<file path="src/rtl/vga_timing_if.sv">
// vga_timing_if: timing bus between vga_timing_core and the pattern/colour stage.
//   run         - consumer -> core, 1 = timing advances, 0 = freeze
//   hsync/vsync - sync pulses, polarity set by the core's SYNC_POL
//   display_on  - (hpos,vpos) lies in the visible area
//   hpos/vpos   - current pixel column / line
//   line_start  - one-cycle pulse when hpos becomes 0
//   frame_start - one-cycle pulse when hpos and vpos both become 0
//   frame_count - frames started since reset (first frame is frame 0)
//   pix_stb     - high on cycles where timing advanced
// master = timing core, slave = consumer.
interface vga_timing_if #(
  parameter int unsigned FCNT_W = 8
) ();
  logic              run;
  logic              hsync;
  logic              vsync;
  logic              display_on;
  logic [9:0]        hpos;
  logic [9:0]        vpos;
  logic              line_start;
  logic              frame_start;
  logic [FCNT_W-1:0] frame_count;
  logic              pix_stb;

  modport master (
    input  run,
    output hsync, vsync, display_on, hpos, vpos,
    output line_start, frame_start, frame_count, pix_stb
  );

  modport slave (
    output run,
    input  hsync, vsync, display_on, hpos, vpos,
    input  line_start, frame_start, frame_count, pix_stb
  );
endinterface

</file>
<file path="src/rtl/vga_timing_core.sv">
// vga_timing_core: VGA pixel timing generator with frame counter and strobes.
// Ports:
//   clk   - system clock
//   rst_n - synchronous, active-low reset
//   bus   - vga_timing_if.master (run in; sync, position, strobes, frame count out)
// All outputs are registered decodes of the internal h/v counters, one advance late.
// Optional build macro VGA_TIMING_PIXDIV2_EN: pixel enable = clk/2 toggle, so a
// 50 MHz clk yields 25 MHz pixel timing. Undefined: timing advances every run cycle.
module vga_timing_core #(
  parameter int unsigned H_ACTIVE = 640,
  parameter int unsigned H_FRONT  = 16,
  parameter int unsigned H_SYNC   = 96,
  parameter int unsigned H_BACK   = 48,
  parameter int unsigned V_ACTIVE = 480,
  parameter int unsigned V_FRONT  = 10,
  parameter int unsigned V_SYNC   = 2,
  parameter int unsigned V_BACK   = 33,
  parameter bit          SYNC_POL = 1'b0,
  parameter int unsigned FCNT_W   = 8
) (
  input  logic          clk,
  input  logic          rst_n,
  vga_timing_if.master  bus
);

  localparam int unsigned CNT_W   = 10;
  localparam int unsigned H_TOTAL = H_ACTIVE + H_FRONT + H_SYNC + H_BACK;
  localparam int unsigned V_TOTAL = V_ACTIVE + V_FRONT + V_SYNC + V_BACK;
  localparam int unsigned HS_BEG  = H_ACTIVE + H_FRONT;
  localparam int unsigned HS_END  = H_ACTIVE + H_FRONT + H_SYNC;
  localparam int unsigned VS_BEG  = V_ACTIVE + V_FRONT;
  localparam int unsigned VS_END  = V_ACTIVE + V_FRONT + V_SYNC;
  localparam logic [CNT_W-1:0] H_LAST = CNT_W'(H_TOTAL - 1);
  localparam logic [CNT_W-1:0] V_LAST = CNT_W'(V_TOTAL - 1);

  // Counters are 10 bits wide; reject totals that cannot be represented.
  if (H_TOTAL > 1024 || V_TOTAL > 1024 || H_TOTAL == 0 || V_TOTAL == 0) begin : g_bad_cfg
    $error("vga_timing_core: H_TOTAL and V_TOTAL must be in 1..1024");
  end

  logic [CNT_W-1:0]  r_h_cnt;
  logic [CNT_W-1:0]  r_v_cnt;
  logic              r_hsync;
  logic              r_vsync;
  logic              r_display_on;
  logic [CNT_W-1:0]  r_hpos;
  logic [CNT_W-1:0]  r_vpos;
  logic              r_line_start;
  logic              r_frame_start;
  logic [FCNT_W-1:0] r_frame_count;
  logic              r_pix_stb;
  logic              r_first_seen;

  logic w_pix_en;
  logic w_adv;
  logic w_h_last;
  logic w_v_last;
  logic w_disp;
  logic w_hs_act;
  logic w_vs_act;
  logic w_line_st;
  logic w_frame_st;

`ifdef VGA_TIMING_PIXDIV2_EN
  logic r_div;

  // clk/2 pixel enable; the toggle freezes with run so phase is kept across pauses.
  always_ff @(posedge clk) begin
    if (!rst_n) begin
      r_div <= 1'b0;
    end else if (bus.run) begin
      r_div <= ~r_div;
    end
  end

  assign w_pix_en = r_div;
`else
  assign w_pix_en = 1'b1;
`endif

  assign w_adv = bus.run & w_pix_en;

  // Decode of the current (pre-increment) counters.
  always_comb begin
    w_h_last   = (r_h_cnt == H_LAST);
    w_v_last   = (r_v_cnt == V_LAST);
    w_disp     = (32'(r_h_cnt) < H_ACTIVE) && (32'(r_v_cnt) < V_ACTIVE);
    w_hs_act   = (32'(r_h_cnt) >= HS_BEG) && (32'(r_h_cnt) < HS_END);
    w_vs_act   = (32'(r_v_cnt) >= VS_BEG) && (32'(r_v_cnt) < VS_END);
    w_line_st  = (r_h_cnt == '0);
    w_frame_st = (r_h_cnt == '0) && (r_v_cnt == '0);
  end

  // Raster position counters.
  always_ff @(posedge clk) begin
    if (!rst_n) begin
      r_h_cnt <= '0;
      r_v_cnt <= '0;
    end else if (w_adv) begin
      if (w_h_last) begin
        r_h_cnt <= '0;
        r_v_cnt <= w_v_last ? '0 : r_v_cnt + CNT_W'(1);
      end else begin
        r_h_cnt <= r_h_cnt + CNT_W'(1);
      end
    end
  end

  // Output registers; strobes are cleared on every non-advancing edge.
  always_ff @(posedge clk) begin
    if (!rst_n) begin
      r_hsync       <= ~SYNC_POL;
      r_vsync       <= ~SYNC_POL;
      r_display_on  <= 1'b0;
      r_hpos        <= '0;
      r_vpos        <= '0;
      r_line_start  <= 1'b0;
      r_frame_start <= 1'b0;
      r_frame_count <= '0;
      r_pix_stb     <= 1'b0;
      r_first_seen  <= 1'b0;
    end else begin
      r_line_start  <= 1'b0;
      r_frame_start <= 1'b0;
      r_pix_stb     <= w_adv;
      if (w_adv) begin
        r_hsync       <= w_hs_act ? SYNC_POL : ~SYNC_POL;
        r_vsync       <= w_vs_act ? SYNC_POL : ~SYNC_POL;
        r_display_on  <= w_disp;
        r_hpos        <= r_h_cnt;
        r_vpos        <= r_v_cnt;
        r_line_start  <= w_line_st;
        r_frame_start <= w_frame_st;
        // The first frame after reset is frame 0; count from the second one on.
        if (w_frame_st) begin
          r_first_seen <= 1'b1;
          if (r_first_seen) begin
            r_frame_count <= r_frame_count + FCNT_W'(1);
          end
        end
      end
    end
  end

  assign bus.hsync       = r_hsync;
  assign bus.vsync       = r_vsync;
  assign bus.display_on  = r_display_on;
  assign bus.hpos        = r_hpos;
  assign bus.vpos        = r_vpos;
  assign bus.line_start  = r_line_start;
  assign bus.frame_start = r_frame_start;
  assign bus.frame_count = r_frame_count;
  assign bus.pix_stb     = r_pix_stb;

endmodule

</file>
<file path="src/flat_wrapper.sv">
// flat-port wrapper written by rule: the top's interface ports become plain ports
module vga_timing_core_flat 
#(
  parameter int unsigned H_ACTIVE = 640,
  parameter int unsigned H_FRONT  = 16,
  parameter int unsigned H_SYNC   = 96,
  parameter int unsigned H_BACK   = 48,
  parameter int unsigned V_ACTIVE = 480,
  parameter int unsigned V_FRONT  = 10,
  parameter int unsigned V_SYNC   = 2,
  parameter int unsigned V_BACK   = 33,
  parameter bit          SYNC_POL = 1'b0,
  parameter int unsigned FCNT_W   = 8
)
  (clk, rst_n, bus_run, bus_hsync, bus_vsync, bus_display_on, bus_hpos, bus_vpos, bus_line_start, bus_frame_start, bus_frame_count, bus_pix_stb);
  vga_timing_if #(.FCNT_W(FCNT_W)) bus_i ();
  input  logic clk;
  input  logic rst_n;
  input wire logic [$bits(bus_i.run)-1:0] bus_run;
  output wire logic [$bits(bus_i.hsync)-1:0] bus_hsync;
  output wire logic [$bits(bus_i.vsync)-1:0] bus_vsync;
  output wire logic [$bits(bus_i.display_on)-1:0] bus_display_on;
  output wire logic [$bits(bus_i.hpos)-1:0] bus_hpos;
  output wire logic [$bits(bus_i.vpos)-1:0] bus_vpos;
  output wire logic [$bits(bus_i.line_start)-1:0] bus_line_start;
  output wire logic [$bits(bus_i.frame_start)-1:0] bus_frame_start;
  output wire logic [$bits(bus_i.frame_count)-1:0] bus_frame_count;
  output wire logic [$bits(bus_i.pix_stb)-1:0] bus_pix_stb;
  assign bus_i.run = bus_run;
  assign bus_hsync = bus_i.hsync;
  assign bus_vsync = bus_i.vsync;
  assign bus_display_on = bus_i.display_on;
  assign bus_hpos = bus_i.hpos;
  assign bus_vpos = bus_i.vpos;
  assign bus_line_start = bus_i.line_start;
  assign bus_frame_start = bus_i.frame_start;
  assign bus_frame_count = bus_i.frame_count;
  assign bus_pix_stb = bus_i.pix_stb;
  vga_timing_core #(.H_ACTIVE(H_ACTIVE), .H_FRONT(H_FRONT), .H_SYNC(H_SYNC), .H_BACK(H_BACK), .V_ACTIVE(V_ACTIVE), .V_FRONT(V_FRONT), .V_SYNC(V_SYNC), .V_BACK(V_BACK), .SYNC_POL(SYNC_POL), .FCNT_W(FCNT_W)) u_core (.clk(clk), .rst_n(rst_n), .bus(bus_i));
endmodule
</file>
<file path="config.mk">
export PLATFORM = sky130hd
export DESIGN_NAME = vga_timing_core_flat
export DESIGN_NICKNAME = d
export VERILOG_FILES = /design/src/rtl/vga_timing_if.sv /design/src/rtl/vga_timing_core.sv /design/src/flat_wrapper.sv
export SDC_FILE = /design/constraint.sdc
export NUM_CORES = 1
export LEC_CHECK = 0
export ABC_AREA = 0
export CAP_MARGIN = 20
export CORE_MARGIN = 4
export CORE_UTILIZATION = 35
export CTS_BUF_LIST = sky130_fd_sc_hd__clkbuf_4 sky130_fd_sc_hd__clkbuf_8 sky130_fd_sc_hd__clkbuf_16
export DETAILED_ROUTE_END_ITERATION = 8
export PLACE_DENSITY_LB_ADDON = 0.08
export SLEW_MARGIN = 5
export SYNTH_ARGS = -nofsm -noshare
export SYNTH_HDL_FRONTEND = slang
export SYNTH_SLANG_ARGS = --single-unit
</file>
<file path="constraint.sdc">
create_clock -name clk -period 4.65 [get_ports clk]
set_input_delay 0.93 -clock clk [delete_from_list [all_inputs] [get_ports clk]]
set_output_delay 0.93 -clock clk [all_outputs]
set_load 0.05 [all_outputs]
</file>
======== Word-level counts from Yosys, hierarchy flattened ========
Cells that the tools add are included.
operators by class
  shifts and indexed selects .............. 0
  $lt $le $gt $ge ......................... 6
  bitwise operators ....................... 0
  add/sub/neg operators ................... 3
  div/mod/pow operators ................... 0
  muxes and demuxes ....................... 4
  $mul .................................... 0
  reductions and logical operators ........ 10
  equal/unequal tests ..................... 2
operators by type and width
  operator                                                             number
  adder 10 x 1 -> 10 bit (second input constant)                       2
  == test 10 bit (second input constant)                               2
  zero test 10 bit                                                     2
  < comparator 10 bit (second input constant)                          2
  < comparator 10 x 9 -> 1 bit (second input constant)                 2
  two-way mux 10 bit                                                   2
  greater-or-equal comparator 10 bit (second input constant)           1
  greater-or-equal comparator 10 x 9 -> 1 bit (second input constant)  1
  adder 8 x 1 -> 8 bit (second input constant)                         1
  AND reduction 2 bit                                                  3
  logical AND 1 bit                                                    4
  AND reduction 3 bit                                                  1
  two-way mux 1 bit                                                    2
word-level totals
  input port bits ......................... 3
  logic and storage cells ................. 37
  bits in latches ......................... 0
  memories kept ........................... 0
  flip-flop bits (word level) ............. 55
  bits in read-only memories .............. 0
  output and inout bits ................... 34
  memory bits (writable) .................. 0

======== Logic depth before layout (Yosys ltp) ========
Gate-level depths: netlist of run 1.
  depth in word-level cells ............... 3
  depth in mapped cells ................... 7
  gate-level depth less buffers ........... 6

======== Worst setup path before layout of run 1 ========
No wires, ideal clock.
  path kind ............................... input to register
  from .................................... input port bus_run
  to ...................................... register u_core.r_v_cnt[7]
  stages .................................. 7
  setup time .............................. 0.071 ns
  path buffers ............................ 3
  path slack .............................. 2.143 ns
  required time ........................... 4.579 ns
  data arrival time ....................... 2.435 ns
  cells stage by stage .................... clkbuf_1 > and3_1 > clkbuf_1 > nand3_1 > clkbuf_1 > or4_1 > a21oi_1
on the way
  longest elaborated chain between the ends .. 1
RTL lines
  element                        RTL line                text
  start, declared                flat_wrapper.sv:19      input wire logic [$bits(bus_i.run)-1:0] bus_run;
  AND reduction 2 bit (no line)  n/a
  end signal, assigned           vga_timing_core.sv:102  r_v_cnt <= w_v_last ? '0 : r_v_cnt + CNT_W'(1);
  end, declared                  vga_timing_core.sv:42   logic [CNT_W-1:0] r_v_cnt;
No other way between the ends.
A chain may end at the register's enable or synchronous reset.

======== Worst setup path in the final report of run 1 ========
  from .................................... input port bus_run
  to ...................................... register u_core.r_frame_count[3], in the netlist u_core.bus.frame_count[3]
on the way
  longest elaborated chain between the ends .. 1
RTL lines
  element                        RTL line                text
  AND reduction 3 bit (no line)  n/a
  end signal, assigned           vga_timing_core.sv:138  r_frame_count <= r_frame_count + FCNT_W'(1);
  end, declared                  vga_timing_core.sv:50   logic [FCNT_W-1:0] r_frame_count;
No other way between the ends.

==> metrics.md, run 1 <==
| Metric | Value |
|---|---|
| Crit path launch type | `primary input` |
| Die width | `90.70 um` |
| Post-Synthesis Cells | `263` |
| Worst Setup EP | `u_core.bus.frame_count[3]$_SDFFE_PN0P_` |
| DR WL/cell | `14.40 um` |
| Seq/Total Area, Yosys | `0.4600` |
| Most frequent cells in the layout | `55 x dfxtp_1, 36 x clkdlybuf4s50_1, 33 x nor2_1` |
| # IOs | `37` |
| Post_cts resized | `0` |
| Met1 usage | `0.1813` |
| Commonest non-fill, non-tap cell in the layout | `dfxtp_1` |
| Power Density | `276.2 nW/um^2` |
| Arrival time worst endpoint | `3.40 ns` |
| Wirelength, routed | `5269 um` |
| Area contributors post-synth | `dfxtp_1 46%, mux2i_1 8.4%, nor2_1 5.2%, a21oi_1 3.8%, ha_1 2.6%` |
| Setup bufs post-CTS | `0` |
| Yosys reg bits | `55` |
| Final Hold Viols | `0` |
| Filler cells | `664` |
| Worst-Margin Slew | `0.8815 ns` |
| Antenna violations before repair | `0` |
| CTS root buffer | `clkbuf_8` |
| Register-to-Register Setup Slack | `2.04 ns` |
| Syn nets | `271` |
| Gpl congestion | `0.7555` |
| Die height | `90.70 um` |
| M3 GR Usage | `0.03167` |
| Sink Count | `55` |
| Post-DRT Antenna Nets | `0` |
| Final core utilization | `0.4417` |
| Crit path capture type | `flip-flop` |
| P&R area growth vs syn | `19.86%` |
| Layout Nets | `298` |
| Int Pwr | `597.4 uW` |
| Mapped cell area | `2394 um^2` |
| Clock buffer depth | `2` |
| Yosys top cell by area | `dfxtp_1` |
| Via count | `1958` |
| Hold Path Class | `reg2reg` |
| CTS Hold Bufs | `0` |
| Switch share | `0.2461` |
| Met2 Track Usage GR | `0.1933` |
| H-tree levels | `2` |
| DRT iter0 DRCs | `69` |
| DR DRC count | `0` |
| Detailed-router iteration count before antenna repair | `4` |
| Syn. warnings | `0` |
| Max-slew violation count | `0` |
| Sequential share of power | `0.607` |
| MaxCap Viol Count | `0` |
| Fin crit period | `3.173 ns` |
| Final Setup Violations | `0` |
| Die footprint | `8226 um^2` |
| Status | `completed` |
| Worst Path Required | `4.88 ns` |
| CP Max Fanout | `35` |
| Starting density of the core | `0.3685` |
| Clock Latency Late Sink | `0.31 ns` |
| Total CTS buffers | `5` |
| Vias per inst | `5.350` |
| Slew margin rel. | `0.4059` |
| Crit path from | `bus_run` |
| Grt total ovfl | `0` |
| Site Rows | `29` |
| Ant. Diodes | `0` |
| Fin crit share | `0.6824` |
| Post-synth cell types | `35` |
| First-pass GRT wire length | `8797 um` |
| Clock tree from TritonCTS | `yes` |
| Peak supply drop | `0.0001122 V` |
| PortBufs | `36` |
| Worst Skew | `0.01072 ns` |
| Post-DP HPWL | `3510 um` |
| CTS clk-pin slew, worst paths | `0.10 ns` |
| Clock network power share | `0.316` |
| R2r startpoint | `u_core.r_h_cnt[5]$_SDFFE_PN0P_` |
| Avg Inst Size Synth | `9.101 um^2` |
| Reg2reg end | `u_core.r_v_cnt[4]$_SDFFE_PN0P_` |
| Cell leakage power | `0.001029 uW` |
| Share of total power in combinational logic | `0.077` |
| Layout cell share with drive strength beyond 1 | `0.05536` |
| Cells on worst reg2reg path | `4` |
| Switching pwr | `195.0 uW` |
| Vias in the first global route | `1776` |
| Layer with the highest usage | `met2` |
| Core ar. | `6495 um^2` |
| Share of the synthesized area in the top cell type | `0.4600` |
| GRT Util Overall | `0.1303` |
| Crit Path Class | `in2reg` |
| Largest net degree at the start of global routing | `38` |
| Max Fclk | `315.1 MHz` |
| Total negative slack | `0 ns` |
| RSZ-0062 raised after global routing | `false` |
==> power groups by stage <==
stage               clock [uW]  sequential [uW]  combinational (uW)
finish                     250              481                61.3
global route               280              482                66.7
CTS                        265              481                62.4
detailed placement           0              492                62.2
global placement             0              492                62.3
floorplan                    0              505                31.3
==> registers in the layout, summed over array words and instances, names as in the netlist <==
| name | count |
|---|---|
| u_core.bus.frame_count | 8 |
| u_core.r_h_cnt | 10 |
| u_core.bus.hpos | 10 |
| u_core.bus.display_on | 1 |
| u_core.bus.pix_stb | 1 |
| u_core.r_v_cnt | 10 |
| u_core.bus.vpos | 10 |
| u_core.bus.frame_start | 1 |
| u_core.bus.hsync | 1 |
| u_core.r_first_seen | 1 |
| u_core.bus.vsync | 1 |
| u_core.bus.line_start | 1 |
==> area by class of cell <==
cell class	instances	area (um^2)	share of cell area
Inverter	9	33.78	0.01177
Sequential cell	55	1101	0.3838
Multi-Input combinational cell	182	1194	0.4160
Timing Repair Buffer	37	367.9	0.1282
Clock buffer	5	68.82	0.02399
Tap cell	77	96.34	0.03358
Clock inverter	1	7.507	0.002617
==> synthesized netlist by cell type, drive strengths merged <==
| cell | instances |
|---|---|
| dfxtp | 55 |
| nor2 | 33 |
| mux2i | 20 |
| a21oi | 18 |
| clkbuf | 11 |
| nand2 | 11 |
| nand3 | 10 |
| nand4 | 10 |
| inv | 9 |
| or4 | 9 |
| o31ai | 8 |
| and3 | 6 |
| buf | 6 |
| nand2b | 6 |
| nor3 | 6 |
| xor2 | 6 |
| ha | 5 |
| o41ai | 5 |
| xnor2 | 5 |
| o21ai | 4 |
| nor4 | 3 |
| or3 | 3 |
| or4b | 3 |
| and2 | 2 |
| and4 | 2 |
| nand4b | 2 |
| a211oi | 1 |
| nor4b | 1 |
| o32ai | 1 |
| or2 | 1 |
| or3b | 1 |
==> worst max-delay path: stages <==
cell,delay (ns)
clkdlybuf4s50_1,0.48
buf_4,0.41
nand4b_1,0.60
or4b_2,0.82
a21oi_1,0.15
==> stage by stage <==
step | cells | total power, uW | setup WS (ns) | hold WS, ns | instance area, um^2
after floorplan | 263 | 536.6 | 2.143 | 0.4776 | 2394
after global placement | 360 | 554.5 | 1.173 | 0.4566 | 2793
after detailed placement | 360 | 554.3 | 1.144 | 0.4626 | 2793
after CTS | 366 | 808.6 | 1.456 | 0.4767 | 2869
after global routing | 366 | 829.3 | 1.267 | 0.4978 | 2869
final | 366 | 792.4 | 1.477 | 0.4716 | 2869
==> per-layer routing <==
layer,vias to the layer above,share of wire,wire length [um]
met3,8,0.046,245
li1,991,-,-
met5,-,0,0
met4,0,0.014,75
met2,36,0.43,2288
met1,923,0.50,2659
==> worst min-delay path by stage <==
stage | start | to | depth (start not counted)
finish | u_core.bus.display_on$_SDFFE_PN0P_ | u_core.bus.display_on$_SDFFE_PN0P_ | 2
global route | u_core.bus.frame_count[7]$_SDFFE_PN0P_ | u_core.bus.frame_count[7]$_SDFFE_PN0P_ | 2
CTS | u_core.bus.display_on$_SDFFE_PN0P_ | u_core.bus.display_on$_SDFFE_PN0P_ | 2
global placement | u_core.bus.display_on$_SDFFE_PN0P_ | u_core.bus.display_on$_SDFFE_PN0P_ | 2
detailed placement | u_core.bus.display_on$_SDFFE_PN0P_ | u_core.bus.display_on$_SDFFE_PN0P_ | 2
floorplan | u_core.r_v_cnt[8]$_SDFFE_PN0P_ | u_core.r_v_cnt[8]$_SDFFE_PN0P_ | 2
==> cells by family (layout without fill, tap and decap cells) <==
logic type,count (synthesis),count (layout),share of synthesized area
simple gates,109,109,0.2494
flops,55,55,0.4600
compound gates,37,37,0.09933
buf+inv,26,52,0.04129
mux,20,20,0.08364
xor+xnor,11,11,0.04025
fa+ha+maj,5,5,0.02614
Note: power is estimated with default switching activity, not from simulation.
==> run 2, diff against run 1 <==
==> constraint.sdc (replaced) <==
create_clock -name clk -period 2.7 [get_ports clk]
set_input_delay 0.54 -clock clk [delete_from_list [all_inputs] [get_ports clk]]
set_output_delay 0.54 -clock clk [all_outputs]
set_load 0.05 [all_outputs]
==> metrics.md, run 2 (synthesis gave the netlist of run 1 again) <==
| Metric | Value |
|---|---|
| Clock buffer depth | `2 (unchanged)` |
| DRT iter0 DRCs | `96 (+39%)` |
| Antenna violations before repair | `0 (unchanged)` |
| Die height | `90.70 um (unchanged)` |
| MaxCap Viol Count | `0 (unchanged)` |
| Crit path cell chain | `or4_4 -> nor4_1 -> or4b_2 -> a21oi_1` |
| Clock tree from TritonCTS | `yes` |
| Layout Nets | `307 (+3.0%)` |
| Sink Count | `55 (unchanged)` |
| Largest net degree at the start of global routing | `38 (unchanged)` |
| Gpl congestion | `0.7911 (+4.7%)` |
| Starting density of the core | `0.3685 (unchanged)` |
| Total negative slack | `0 ns (unchanged)` |
| Largest stage delay on the critical path | `0.63 ns (-0.19 ns)` |
| Crit path launch type | `flip-flop` |
| Max-slew violation count | `0 (unchanged)` |
| CTS root buffer | `clkbuf_8` |
| Layout cell share with drive strength beyond 1 | `0.08696 (+0.03159)` |
| Final Setup Violations | `0 (unchanged)` |
| Via count | `1985 (+1.4%)` |
| CP Max Fanout | `7 (-80%)` |
| # IOs | `37 (unchanged)` |
| Fin crit period | `2.373 ns` |
| Ant. Diodes | `0 (unchanged)` |
| Power Density | `473.9 nW/um^2 (+72%)` |
| R2r startpoint | `u_core.r_v_cnt[6]$_SDFFE_PN0P_` |
| Arrival time worst endpoint | `2.62 ns (-0.78 ns)` |
| H-tree levels | `2 (unchanged)` |
| Worst-Margin Slew | `0.5880 ns (-0.2935 ns)` |
| DR WL/cell | `14.36 um (-0.22%)` |
| GRT Util Overall | `0.1395 (+0.009193)` |
| P&R area growth vs syn | `23.16%` |
| Peak supply drop | `0.0001868 V (+66%)` |
| Max Fclk | `421.4 MHz` |
| Post-DRT Antenna Nets | `0 (unchanged)` |
| PortBufs | `36 (unchanged)` |
| Most frequent cells in the layout | `55 x dfxtp_1, 36 x clkdlybuf4s50_1, 33 x nor2_1` |
| Die width | `90.70 um (unchanged)` |
| Core ar. | `6495 um^2 (unchanged)` |
| Design area | `2948 um^2 (+2.7%)` |
| Crit path from | `u_core.r_v_cnt[6]$_SDFFE_PN0P_` |
| Total CTS buffers | `5 (unchanged)` |
| Wirelength, routed | `5401 um (+2.5%)` |
| Fin crit share | `0.8788` |
| Hold Path Class | `reg2reg` |
| Crit path capture type | `flip-flop` |
| Grt total ovfl | `0 (unchanged)` |
| Worst Skew | `0.008464 ns (-0.002259 ns)` |
| Clock Latency Late Sink | `0.31 ns (about the same)` |
| CTS Hold Bufs | `0 (unchanged)` |
| Cell leakage power | `0.001083 uW (+5.2%)` |
| RSZ-0062 raised after global routing | `false` |
| CP max-delay cell | `or4b_2` |
| Site Rows | `29 (unchanged)` |
| Final Hold Viols | `0 (unchanged)` |
| Hold_sp | `u_core.bus.display_on$_SDFFE_PN0P_` |
| DR DRC count | `0 (unchanged)` |
| Commonest non-fill, non-tap cell in the layout | `dfxtp_1` |
| Die footprint | `8226 um^2 (unchanged)` |
| Vias per inst | `5.279 (-1.3%)` |
| CTS clk-pin slew, worst paths | `0.09 ns (about the same)` |
| Area after DPL | `2860 um^2 (+2.4%)` |
| Vias in the first global route | `1877 (+5.7%)` |
| First-pass GRT wire length | `9459 um (+7.5%)` |
| Status | `completed` |
| Post-DP HPWL | `3805 um (+8.4%)` |
| Crit Path Class | `reg2reg` |
| Setup bufs post-CTS | `0 (unchanged)` |
| Post_cts resized | `0 (unchanged)` |
| Worst Path Required | `2.94 ns (-1.94 ns)` |
| Slew margin rel. | `0.6044 (+0.1985)` |
| Detailed-router iteration count before antenna repair | `4 (unchanged)` |
==> run 2: area by class of cell <==
cell class / instances / area, um^2
clock buffers: 6 / 82.58
clock inverters: 1 / 5.005
fillers: 631 / 3547
inverters: 9 / 33.78
multi-input cells: 182 / 1194
flip-flops and latches: 55 / 1101
well taps: 77 / 96.34
repair buffers: 46 / 435.4
==> run 2: worst paths after layout <==
check | end | cells after the start | slack [ns]
hold reg to reg | u_core.bus.display_on$_SDFFE_PN0P_ | 2 | 0.47
setup reg to reg | u_core.bus.frame_count[3]$_SDFFE_PN0P_ | 4 | 0.33
hold / removal | u_core.bus.display_on$_SDFFE_PN0P_ | 2 | 0.47
setup / recovery | u_core.bus.frame_count[3]$_SDFFE_PN0P_ | 4 | 0.33
==> run 2: where the power goes <==
group	internal, uW	switching, uW	total (uW)	leakage [uW]
sequential	821	7.85	829	0.000445
combinational	40.1	72.5	113	0.000591
clock	202	254	455	0.0000470
total	1060	334	1400	0.00108
==> run 2: per-layer routing <==
metal,track usage,part of all wire,vias to the layer above
li1,-,-,1012
met1,0.1940,0.51,923
met2,0.2069,0.43,41
met3,0.03583,0.043,9
met4,0.05102,0.016,0
met5,0,0,-
==> run 2: critical path, delay by kind of cell (launching register included) <==
kind / cells / cell delay (ns)
simple gates: 3 / 1.78
flops: 1 / 0.38
compound gates: 1 / 0.15
==> run 2: through the flow <==
stage / hold WS [ns] / cells / utilization / power (uW) / worst slack (ns)
global route: 0.4989 / 376 / 0.4539 / 1458 / 0.2229
detailed placement: 0.4630 / 369 / 0.4404 / 962.0 / 0.2615
global placement: 0.4560 / 369 / 0.4404 / 961.1 / 0.2912
floorplan: 0.4776 / 263 / - / 924.2 / 0.5834
CTS: 0.4769 / 376 / 0.4539 / 1419 / 0.3286
finish: 0.4721 / 376 / 0.4539 / 1397 / 0.3272
==> run 3, diff against run 2 <==
--- a/config.mk
+++ b/config.mk
@@ -7,7 +7,7 @@
 export LEC_CHECK = 0
 export ABC_AREA = 0
 export CAP_MARGIN = 20
-export CORE_MARGIN = 4
+export CORE_MARGIN = 2
 export CORE_UTILIZATION = 35
 export CTS_BUF_LIST = sky130_fd_sc_hd__clkbuf_4 sky130_fd_sc_hd__clkbuf_8 sky130_fd_sc_hd__clkbuf_16
 export DETAILED_ROUTE_END_ITERATION = 8
==> constraint.sdc (replaced) <==
create_clock -name clk -period 2.71 [get_ports clk]
set_input_delay 0.542 -clock clk [delete_from_list [all_inputs] [get_ports clk]]
set_output_delay 0.542 -clock clk [all_outputs]
set_load 0.05 [all_outputs]
==> metrics.md, run 3 (synthesis gave the netlist of run 1 again) <==
| Metric | Value |
|---|---|
| Status | `completed` |
| Worst Path Required | `2.96 ns (+0.02 ns)` |
| Die height | `86.70 um (-4.4%)` |
| DRT iter0 DRCs | `59 (-39%)` |
| Post-DRT Antenna Nets | `0 (unchanged)` |
| Antenna violations before repair | `0 (unchanged)` |
| Total negative slack | `0 ns (unchanged)` |
| RSZ-0062 raised after global routing | `false` |
| Pwr Total | `1404 uW (+0.54%)` |
| Fin crit share | `0.8758 (-0.003007)` |
| P&R area growth vs syn | `24.52%` |
| Crit path cell chain | `or4_4 -> nor4_1 -> or4b_2 -> a21oi_1` |
| WP buf/inv | `0 (unchanged)` |
| Die footprint | `7516 um^2 (-8.6%)` |
| Clock tree from TritonCTS | `yes` |
| Most frequent cells in the layout | `55 x dfxtp_1, 36 x clkdlybuf4s50_1, 33 x nor2_1` |
| Slew margin rel. | `0.6189 (+0.01450)` |
| DR DRC count | `0 (unchanged)` |
| Crit path capture type | `flip-flop` |
| Cell leakage power | `0.001100 uW (+1.5%)` |
| Ant. Diodes | `0 (unchanged)` |
| Core ar. | `6719 um^2 (+3.4%)` |
| PortBufs | `36 (unchanged)` |
| Layout Nets | `309 (+0.65%)` |
| Peak supply drop | `0.0001838 V (-1.6%)` |
| Setup bufs post-CTS | `0 (unchanged)` |
| Grt total ovfl | `0 (unchanged)` |
| CP max-delay cell | `or4b_2` |
| Post-DP HPWL | `3757 um (-1.3%)` |
| Worst-Margin Slew | `0.5665 ns (-0.02155 ns)` |
| Sink Count | `55 (unchanged)` |
| Power Density | `471.2 nW/um^2 (-0.56%)` |
| Design area | `2980 um^2 (+1.1%)` |
| Vias per inst | `5.280 (about the same)` |
| Site Rows | `30 (+3.4%)` |
| Arrival time worst endpoint | `2.62 ns (about the same)` |
| Max Fclk | `421.3 MHz (about the same)` |
| Via count | `2017 (+1.6%)` |
| Starting density of the core | `0.3562 (-0.01228)` |
| Area after DPL | `2892 um^2 (+1.1%)` |
| Post_cts resized | `0 (unchanged)` |
| CTS root buffer | `clkbuf_8` |
| CP top delay family | `simple AND/OR/NAND/NOR gates` |
| Layout cell share with drive strength beyond 1 | `0.09603 (+0.009070)` |
| Max-slew violation count | `0 (unchanged)` |
| Final Hold Viols | `0 (unchanged)` |
| Fin crit period | `2.373 ns (+0.0006390 ns)` |
| Largest net degree at the start of global routing | `28 (-26%)` |
| Total CTS buffers | `5 (unchanged)` |
| Largest stage delay on the critical path | `0.64 ns (about the same)` |
| Clock Latency Late Sink | `0.31 ns (about the same)` |
| Vias in the first global route | `1855 (-1.2%)` |
| First-pass GRT wire length | `9073 um (-4.1%)` |
| CTS Hold Bufs | `0 (unchanged)` |
| Crit path launch type | `flip-flop` |
| Worst Skew | `0.008718 ns (+0.0002544 ns)` |
| # IOs | `37 (unchanged)` |
| Detailed-router iteration count before antenna repair | `7 (+3)` |
| CTS clk-pin slew, worst paths | `0.10 ns (about the same)` |
| Die width | `86.70 um (-4.4%)` |
| Commonest non-fill, non-tap cell in the layout | `dfxtp_1` |
| Hold Path Class | `reg2reg` |
| Final Setup Violations | `0 (unchanged)` |
| CP Max Fanout | `7 (unchanged)` |
| H-tree levels | `2 (unchanged)` |
| Clock buffer depth | `2 (unchanged)` |
| Wirelength, routed | `5441 um (+0.74%)` |
| DR WL/cell | `14.24 um (-0.84%)` |
| MaxCap Viol Count | `0 (unchanged)` |
| GRT Util Overall | `0.1528 (+0.01330)` |
| Gpl congestion | `0.8049 (+1.7%)` |
| Crit Path Class | `reg2reg` |
[run 3: cell count changes in the layout (fill, tap and decap cells not counted)]
| cell | previous run | this run |
|---|---|---|
| buf_4 | 10 | 11 |
| buf_12 | 0 | 1 |
| clkbuf_4 | 0 | 2 |
| clkbuf_8 | 6 | 5 |
[run 3: final timing paths]
path         slack [ns]                                from                                      to  depth (start not counted)
min reg2reg        0.48  u_core.bus.display_on$_SDFFE_PN0P_      u_core.bus.display_on$_SDFFE_PN0P_                          2
max                0.34      u_core.r_v_cnt[6]$_SDFFE_PN0P_  u_core.bus.frame_count[2]$_SDFFE_PN0P_                          4
max reg2reg        0.34      u_core.r_v_cnt[6]$_SDFFE_PN0P_  u_core.bus.frame_count[2]$_SDFFE_PN0P_                          4
min                0.48  u_core.bus.display_on$_SDFFE_PN0P_      u_core.bus.display_on$_SDFFE_PN0P_                          2
[run 3: power breakdown]
part | total (uW) | switching, uW | internal [uW]
clock | 462 | 260 | 202
sequential | 826 | 7.75 | 818
combinational | 117 | 73.0 | 43.7
total | 1400 | 340 | 1060
[run 3: cell type report]
type,count,area [um^2]
clock inverter,1,5.005
clock buffer,7,83.83
sequential,55,1101
inverter,9,33.78
timing repair buffer,48,462.9
tap,80,100.1
fill,667,3739
multi-input combinational,182,1194
[run 3: metal layers]
layer  global-route usage  routed length [um]  vias to the layer above
met5                    0                   0                        -
met4              0.05114                  76                        0
met3              0.03333                 160                        7
met2               0.2259                2348                       37
met1               0.2201                2855                      954
li1                     -                   -                     1019
[run 3: stage by stage]
| stage | hold WS (ns) | util | cells | setup WS (ns) |
|---|---|---|---|---|
| global route | 0.5148 | 0.4436 | 382 | 0.1954 |
| finish | 0.4784 | 0.4436 | 382 | 0.3365 |
| detailed placement | 0.4738 | 0.4304 | 374 | 0.1968 |
| CTS | 0.4898 | 0.4436 | 382 | 0.3069 |
| floorplan | 0.4776 | - | 263 | 0.5914 |
| global placement | 0.4704 | 0.4304 | 374 | 0.2240 |
[run 3: tightest hold or removal path, cell delays in order (launching register included)]
cell	delay, ns
dfxtp_1	0.32
nand2b_1	0.07
a21oi_1	0.05
